===== config.mk =====
export PLATFORM = sky130hd
export DESIGN_NAME = cmd_frame_parser_flat
export DESIGN_NICKNAME = d
export VERILOG_FILES = /design/src/rtl/cmd_frame_parser_if.sv /design/src/rtl/cmd_frame_parser.sv /design/src/flat_wrapper.sv
export SDC_FILE = /design/constraint.sdc
export NUM_CORES = 1
export LEC_CHECK = 0
export BUFFER_PORTS_ARGS = -buffer_cell sky130_fd_sc_hd__buf_2
export CORE_UTILIZATION = 55
export CTS_BUF_LIST = sky130_fd_sc_hd__clkbuf_8
export CTS_CLUSTER_SIZE = 16
export DETAILED_ROUTE_END_ITERATION = 6
export PLACE_DENSITY = 0.87
export SLEW_MARGIN = 15
export SYNTH_ARGS = -nofsm -noshare
export SYNTH_HDL_FRONTEND = slang
export SYNTH_SLANG_ARGS = --single-unit

===== constraint.sdc =====
create_clock -name CLK -period 4.1 [get_ports CLK]
set_input_delay 1.025 -clock CLK [delete_from_list [all_inputs] [get_ports CLK]]
set_output_delay 1.025 -clock CLK [all_outputs]
set_load 0.01 [all_outputs]

===== src/rtl/cmd_frame_parser_if.sv =====
// Bundles the synchronized byte stream into the parser and the register-file /
// ALU request outputs it produces; the parser uses the slave modport.
interface cmd_frame_parser_if #(
  parameter int DATA_WIDTH = 8,
  parameter int ADDR_WIDTH = 4
);
  logic [DATA_WIDTH-1:0] rx_data;
  logic                  rx_valid;
  logic [ADDR_WIDTH-1:0] rf_addr;
  logic [DATA_WIDTH-1:0] rf_wr_data;
  logic                  rf_wr_en;
  logic                  rf_rd_en;
  logic [DATA_WIDTH-1:0] alu_op_a;
  logic [DATA_WIDTH-1:0] alu_op_b;
  logic [3:0]            alu_fun;
  logic                  alu_en;
  logic                  frame_busy;
  logic                  cmd_err;
  logic                  timeout_err;

  modport master (
    output rx_data, rx_valid,
    input  rf_addr, rf_wr_data, rf_wr_en, rf_rd_en,
    input  alu_op_a, alu_op_b, alu_fun, alu_en,
    input  frame_busy, cmd_err, timeout_err
  );

  modport slave (
    input  rx_data, rx_valid,
    output rf_addr, rf_wr_data, rf_wr_en, rf_rd_en,
    output alu_op_a, alu_op_b, alu_fun, alu_en,
    output frame_busy, cmd_err, timeout_err
  );
endinterface


===== src/rtl/cmd_frame_parser.sv =====
// Command frame parser: turns synchronized bytes into register-file and ALU requests.
// Define CMD_FRAME_TIMEOUT_EN to abort frames that stall for TIMEOUT_CYCLES cycles.
module cmd_frame_parser #(
  parameter int DATA_WIDTH     = 8,
  parameter int ADDR_WIDTH     = 4,
  parameter int TIMEOUT_CYCLES = 1024
) (
  input logic              CLK,
  input logic              RST,
  cmd_frame_parser_if.slave bus
);

  localparam logic [2:0] IDLE    = 3'd0;
  localparam logic [2:0] WR_ADDR = 3'd1;
  localparam logic [2:0] WR_DATA = 3'd2;
  localparam logic [2:0] RD_ADDR = 3'd3;
  localparam logic [2:0] ALU_A   = 3'd4;
  localparam logic [2:0] ALU_B   = 3'd5;
  localparam logic [2:0] ALU_FUN = 3'd6;

  localparam logic [DATA_WIDTH-1:0] OP_WRITE   = DATA_WIDTH'(8'hAA);
  localparam logic [DATA_WIDTH-1:0] OP_READ    = DATA_WIDTH'(8'hBB);
  localparam logic [DATA_WIDTH-1:0] OP_ALU     = DATA_WIDTH'(8'hCC);
  localparam logic [DATA_WIDTH-1:0] OP_ALU_FUN = DATA_WIDTH'(8'hDD);

  logic [2:0] state;

  assign bus.frame_busy = (state != IDLE);

`ifdef CMD_FRAME_TIMEOUT_EN
  localparam int CW = $clog2(TIMEOUT_CYCLES + 1);
  localparam logic [CW-1:0] LAST_IDLE = CW'(TIMEOUT_CYCLES - 1);

  logic [CW-1:0] idle_cnt;
  logic          expire;

  // Expiry is only possible on a cycle with no byte, so an arriving byte always wins.
  assign expire = (state != IDLE) && !bus.rx_valid && (idle_cnt == LAST_IDLE);

  always_ff @(posedge CLK) begin
    if (RST) begin
      idle_cnt        <= '0;
      bus.timeout_err <= 1'b0;
    end else begin
      bus.timeout_err <= expire;
      if (state == IDLE || bus.rx_valid || expire)
        idle_cnt <= '0;
      else
        idle_cnt <= idle_cnt + 1'b1;
    end
  end
`else
  logic expire;

  assign expire          = 1'b0;
  assign bus.timeout_err = 1'b0;
`endif

  always_ff @(posedge CLK) begin
    if (RST) begin
      state          <= IDLE;
      bus.rf_addr    <= '0;
      bus.rf_wr_data <= '0;
      bus.rf_wr_en   <= 1'b0;
      bus.rf_rd_en   <= 1'b0;
      bus.alu_op_a   <= '0;
      bus.alu_op_b   <= '0;
      bus.alu_fun    <= '0;
      bus.alu_en     <= 1'b0;
      bus.cmd_err    <= 1'b0;
    end else begin
      bus.rf_wr_en <= 1'b0;
      bus.rf_rd_en <= 1'b0;
      bus.alu_en   <= 1'b0;
      bus.cmd_err  <= 1'b0;
      if (bus.rx_valid) begin
        case (state)
          IDLE: begin
            if (bus.rx_data == OP_WRITE)        state <= WR_ADDR;
            else if (bus.rx_data == OP_READ)    state <= RD_ADDR;
            else if (bus.rx_data == OP_ALU)     state <= ALU_A;
            else if (bus.rx_data == OP_ALU_FUN) state <= ALU_FUN;
            else                                bus.cmd_err <= 1'b1;
          end
          WR_ADDR: begin
            bus.rf_addr <= bus.rx_data[ADDR_WIDTH-1:0];
            state       <= WR_DATA;
          end
          WR_DATA: begin
            bus.rf_wr_data <= bus.rx_data;
            bus.rf_wr_en   <= 1'b1;
            state          <= IDLE;
          end
          RD_ADDR: begin
            bus.rf_addr  <= bus.rx_data[ADDR_WIDTH-1:0];
            bus.rf_rd_en <= 1'b1;
            state        <= IDLE;
          end
          ALU_A: begin
            bus.alu_op_a <= bus.rx_data;
            state        <= ALU_B;
          end
          ALU_B: begin
            bus.alu_op_b <= bus.rx_data;
            state        <= ALU_FUN;
          end
          ALU_FUN: begin
            bus.alu_fun <= bus.rx_data[3:0];
            bus.alu_en  <= 1'b1;
            state       <= IDLE;
          end
          default: state <= IDLE;
        endcase
      end else if (expire) begin
        state <= IDLE;
      end
    end
  end

endmodule

===== src/flat_wrapper.sv =====
// flat-port wrapper written by rule: the top's interface ports become plain ports
module cmd_frame_parser_flat 
#(
  parameter int DATA_WIDTH     = 8,
  parameter int ADDR_WIDTH     = 4,
  parameter int TIMEOUT_CYCLES = 1024
)
  (CLK, RST, bus_rx_data, bus_rx_valid, bus_rf_addr, bus_rf_wr_data, bus_rf_wr_en, bus_rf_rd_en, bus_alu_op_a, bus_alu_op_b, bus_alu_fun, bus_alu_en, bus_frame_busy, bus_cmd_err, bus_timeout_err);
  cmd_frame_parser_if #(.DATA_WIDTH(DATA_WIDTH), .ADDR_WIDTH(ADDR_WIDTH)) bus_i ();
  input logic CLK;
  input logic RST;
  input wire logic [$bits(bus_i.rx_data)-1:0] bus_rx_data;
  input wire logic [$bits(bus_i.rx_valid)-1:0] bus_rx_valid;
  output wire logic [$bits(bus_i.rf_addr)-1:0] bus_rf_addr;
  output wire logic [$bits(bus_i.rf_wr_data)-1:0] bus_rf_wr_data;
  output wire logic [$bits(bus_i.rf_wr_en)-1:0] bus_rf_wr_en;
  output wire logic [$bits(bus_i.rf_rd_en)-1:0] bus_rf_rd_en;
  output wire logic [$bits(bus_i.alu_op_a)-1:0] bus_alu_op_a;
  output wire logic [$bits(bus_i.alu_op_b)-1:0] bus_alu_op_b;
  output wire logic [$bits(bus_i.alu_fun)-1:0] bus_alu_fun;
  output wire logic [$bits(bus_i.alu_en)-1:0] bus_alu_en;
  output wire logic [$bits(bus_i.frame_busy)-1:0] bus_frame_busy;
  output wire logic [$bits(bus_i.cmd_err)-1:0] bus_cmd_err;
  output wire logic [$bits(bus_i.timeout_err)-1:0] bus_timeout_err;
  assign bus_i.rx_data = bus_rx_data;
  assign bus_i.rx_valid = bus_rx_valid;
  assign bus_rf_addr = bus_i.rf_addr;
  assign bus_rf_wr_data = bus_i.rf_wr_data;
  assign bus_rf_wr_en = bus_i.rf_wr_en;
  assign bus_rf_rd_en = bus_i.rf_rd_en;
  assign bus_alu_op_a = bus_i.alu_op_a;
  assign bus_alu_op_b = bus_i.alu_op_b;
  assign bus_alu_fun = bus_i.alu_fun;
  assign bus_alu_en = bus_i.alu_en;
  assign bus_frame_busy = bus_i.frame_busy;
  assign bus_cmd_err = bus_i.cmd_err;
  assign bus_timeout_err = bus_i.timeout_err;
  cmd_frame_parser #(.DATA_WIDTH(DATA_WIDTH), .ADDR_WIDTH(ADDR_WIDTH), .TIMEOUT_CYCLES(TIMEOUT_CYCLES)) u_core (.CLK(CLK), .RST(RST), .bus(bus_i));
endmodule

Word level (Yosys, flattened, before mapping)
Cells that the tools add are included.

storage, ports and cells
  bits in registers = 39
  input port bits = 11
  output and inout bits = 38

cells by class
  eq/ne operators = 11
  muxes and demuxes = 9
  bitwise gates (word level) = 2
  reductions and logical operators = 11

operators by type and width
  cell                                                                   number
  8-bit equality test, second input constant                             4
  3-bit 2-to-1 mux                                                       4
  3-bit one-hot mux with 4 select lines                                  1
  2-bit AND reduction                                                    6
  3-bit equality test, second input constant                             3
  3-bit by 2-bit equality test with 1-bit output, second input constant  2
  6-bit OR reduction                                                     1
  5-bit by 1-bit != test with 1-bit output, second input constant        1
  1-bit 2-to-1 mux                                                       4
  2-bit OR reduction                                                     2
  3-bit by 1-bit equality test with 1-bit output, second input constant  1
  3-bit zero test                                                        1
  3-bit nonzero test                                                     1
  1-bit NOT                                                              2

Longest topological paths before layout
  depth in word-level cells = 6
  gate-level depth with buffers = 6

Least setup slack after synthesis
No wires, ideal clock.

  path kind = input to register
  from = input bus_rx_data[0]
  to = register u_core.state[0]
  library setup time = 88 ps
  arrival time = 2,024 ps
  required time = 4,012 ps
  setup slack = 1,988 ps
  stages = 5
  buffers on the path = 1
  cells stage by stage = clkbuf_2 -> xor2_1 -> or3_1 -> a211o_1 -> o32ai_2

between the ends
  cells in the longest elaborated chain, start to end = 5
  elaborated cells between the ends (all ways) = 10
  classes of those cells = 5 x eq/ne; 4 x mux; 1 x reduce/logical

ends and longest elaborated chain
  element                                RTL line                text
  from (decl)                            flat_wrapper.sv:12      input wire logic [$bits(bus_i.rx_data)-1:0] bus_rx_data;
  8-bit equality test                    cmd_frame_parser.sv:81  else if (bus.rx_data == OP_ALU) state <= ALU_A;
  3-bit 2-to-1 mux                       cmd_frame_parser.sv:81
  3-bit 2-to-1 mux                       cmd_frame_parser.sv:80  else if (bus.rx_data == OP_READ) state <= RD_ADDR;
  3-bit 2-to-1 mux                       cmd_frame_parser.sv:79  if (bus.rx_data == OP_WRITE) state <= WR_ADDR;
  3-bit one-hot mux with 4 select lines  cmd_frame_parser.sv:77  case (state)
  to (signal assigned)                   cmd_frame_parser.sv:79
  to (signal assigned)                   cmd_frame_parser.sv:80
  to (signal assigned)                   cmd_frame_parser.sv:81
  to (decl)                              cmd_frame_parser.sv:26  logic [2:0] state;

Several ways; a longest one is shown, not always the timed one.
A chain may end at the register's enable or synchronous reset.

Final worst setup path
  from = register u_core.state[2]
  to = output bus_frame_busy

between the ends
  cells in the longest elaborated chain, start to end = 1

ends and longest elaborated chain
  element                 RTL line                text
  from (signal assigned)  cmd_frame_parser.sv:61  state <= IDLE;
  from (signal assigned)  cmd_frame_parser.sv:79
  from (signal assigned)  cmd_frame_parser.sv:80
  3-bit nonzero test      cmd_frame_parser.sv:28  assign bus.frame_busy = (state != IDLE);
  to (decl)               flat_wrapper.sv:22      output wire logic [$bits(bus_i.frame_busy)-1:0] bus_frame_busy;

Every way passes these cells.

==> impl_metrics.py <==
metrics = {
    "status": {
        "status": "finished clean",
    },
    "setup_path": {
        "critPathKind": "flip-flop to output port",
        "arrival_ns": 1.29,
        "worstPathRequired_ns": 3.07,
        "crit_fanout": 7,
        "startpoint_type": "flip-flop",
        "crit_path_end_kind": "output port",
    },
    "sta": {
        "grt_setup_unrepaired": "no",
        "fin_setup_tns_ns": 0,
        "setup_viol": 0,
        "drv_slew": 0,
        "period_share_pct": 56.38,
        "layout_min_cycle_time_ns": 2.312,
        "tightest_slew_ns": 0.7956,
        "skew_ns": 0.006310,
        "timing.fmax_mhz": 432.6,
        "final_hold_viol_count": 0,
        "maxSlewHeadroom_pct": 46.55,
    },
    "synth": {
        "ys_warn_count": 0,
        "synthTopCellsByArea": "dfxtp_1 (53%), mux2i_1 (11%), nand2_1 (9.1%), a21oi_1 (5.7%), nor2_1 (4.6%)",
        "syn_nets": 176,
        "synth_seq_cells": 39,
        "yosysSeqAreaShare_pct": 52.75,
        "syn_inst": 165,
        "syn_area_per_cell_sq_um": 8.971,
        "yosysTopAreaCellShare_pct": 52.75,
        "netlist_area_sq_um": 1480,
        "synth_top_area_cell": "dfxtp_1",
        "ys_types": 27,
    },
    "placed_design": {
        "gp_congestion": 0.9044,
        "portBuffers": 47,
        "place_hpwl_mm": 2.348,
        "dpl_cell_area_sq_um": 1700,
    },
    "detailed_routing": {
        "ant_nets": 0,
        "vias": 1285,
        "drc": 0,
        "vias_per_cell": 5.399,
        "first_iter_violations": 32,
        "detail_route.first_pass.iterations": 4,
        "wl_mm": 3.331,
        "wl_per_cell_microns": 14.00,
    },
    "grt": {
        "grt_max_degree": 41,
        "grt_pass1_vias": 1137,
        "antenna_found_initial": 0,
        "grt-ovfl-total": 0,
        "grt_pass1_wl_mm": 5.016,
        "grt_usage_pct": 25.46,
    },
    "cells_and_area": {
        "drive_gt1_share_pct": 27.40,
        "final_util_pct": 71.37,
        "fin_area_sq_um": 1784,
        "layout_commonest_cell": "buf_2",
        "diodes": 0,
        "syn_to_final_growth_pct": 20.54,
        "fin_nets": 218,
        "final_cell_mix": "buf_2 (47), dfxtp_1 (39), nand2_1 (36)",
    },
    "cts": {
        "cts-root-buf": "clkbuf_8",
        "worstSkewPairLatency_ns": 0.30,
        "clockBufferDepth": 2,
        "cts_tree": "done",
        "cts_resized": 0,
        "cts_setup_buffers": 0,
        "cts_buffers": 5,
        "cts-hold-fix-buffers": 0,
        "cts.sinks": 39,
        "htreeDepth": 2,
        "path_clk_slew_ns": 0.08,
    },
    "die": {
        "die_y_microns": 53.88,
        "initial_core_util_pct": 59.21,
        "coreArea_sq_um": 2500,
        "die_width_microns": 53.88,
        "ioPinCount": 49,
        "die_area_sq_um": 2903,
        "num_rows": 18,
    },
    "power": {
        "p_leak_nw": 0.8267,
        "ir_drop_uv": 434.3,
        "total_power_mw": 0.6827,
        "powerDensity_nw_per_um2": 382.6,
    },
    "min_path": {
        "min_path_type": "flip-flop to flip-flop",
    },
    "flow_run": {
        "drv_cap": 0,
    },
}
==> area by class of cell <==
cell class,count,area (sq um)
Multi-Input combinational cell,111,635.6
Inverter,3,11.26
Sequential cell,39,780.7
Clock buffer,5,68.82
Tap cell,30,37.54
Timing Repair Buffer,47,235.2
Fill cell,187,715.7
Clock inverter,3,15.01
==> critical path, cell delays in order, from the launching register on <==
cell and delay [ns]:
dfxtp_1 0.38, or3_1 0.45, buf_2 0.17
==> per-stage QoR <==
stage          hold WS, ns  cells  setup slack [ns]
2_1_floorplan       0.4805    165             1.988
3_3_place_gp        0.4409    230             1.781
3_5_place_dp        0.4451    230             1.724
4_1_cts             0.4558    238             1.794
5_1_grt             0.4803    238             1.725
6_report            0.4551    238             1.788
==> cells in the mapped netlist (all sizes together) <==
cell type and number:
o21ai 1, a211o 1, inv 3, nor3 1, a221oi 2, a211oi 1, o2111ai 1, mux2i 16
nor2 18, nand3 2, a21oi 17, and3 2, conb 1, nor3b 1, dfxtp 39, or3 4
xor2 1, clkbuf 10, nor2b 1, buf 2, nand2 36, a2111o 1, nor4 1, o32ai 1
nand4bb 2
==> sequential cells by signal, summed over array words and instances, names as in the netlist <==
| name | cells |
|---|---|
| u_core.state | 3 |
| u_core.bus.alu_en | 1 |
| u_core.bus.alu_op_a | 8 |
| u_core.bus.alu_op_b | 8 |
| u_core.bus.rf_wr_data | 8 |
| u_core.bus.rf_wr_en | 1 |
| u_core.bus.rf_addr | 4 |
| u_core.bus.alu_fun | 4 |
| u_core.bus.cmd_err | 1 |
| u_core.bus.rf_rd_en | 1 |
==> final timing paths <==
check / from / cells past startpoint / slack [ns] / end
max: u_core.state[2] / 2 / 1.79 / bus_frame_busy
min: u_core.bus.alu_op_b[0] / 2 / 0.46 / u_core.bus.alu_op_b[0]
max reg2reg: u_core.state[1] / 4 / 2.53 / u_core.bus.rf_wr_data[2]
min reg2reg: u_core.bus.alu_op_b[0] / 2 / 0.46 / u_core.bus.alu_op_b[0]
==> metal layers <==
layer	vias to the layer above	wire, microns	GRT usage, %
li1	635	-	-
met1	601	1362	30.02
met2	42	1682	39.51
met3	7	232	10.73
met4	0	53	12.28
met5	-	0	0
==> report_power, final <==
| part | internal (mW) | leakage (nW) | switching [mW] |
|---|---|---|---|
| sequential | 0.384 | 0.314 | 0.00381 |
| combinational | 0.0159 | 0.465 | 0.0302 |
| clock | 0.116 | 0.0477 | 0.133 |
==> cell families after synthesis <==
group / share of synthesized area [%]
AND/OR/NAND/NOR: 20.12
flip-flops: 52.75
AO/OA/AOI/OAI: 11.16
multiplexers: 10.82
buffers and inverters: 4.311
XOR/XNOR: 0.5918
other: 0.2533
Note: power is estimated with default switching activity, not from simulation.
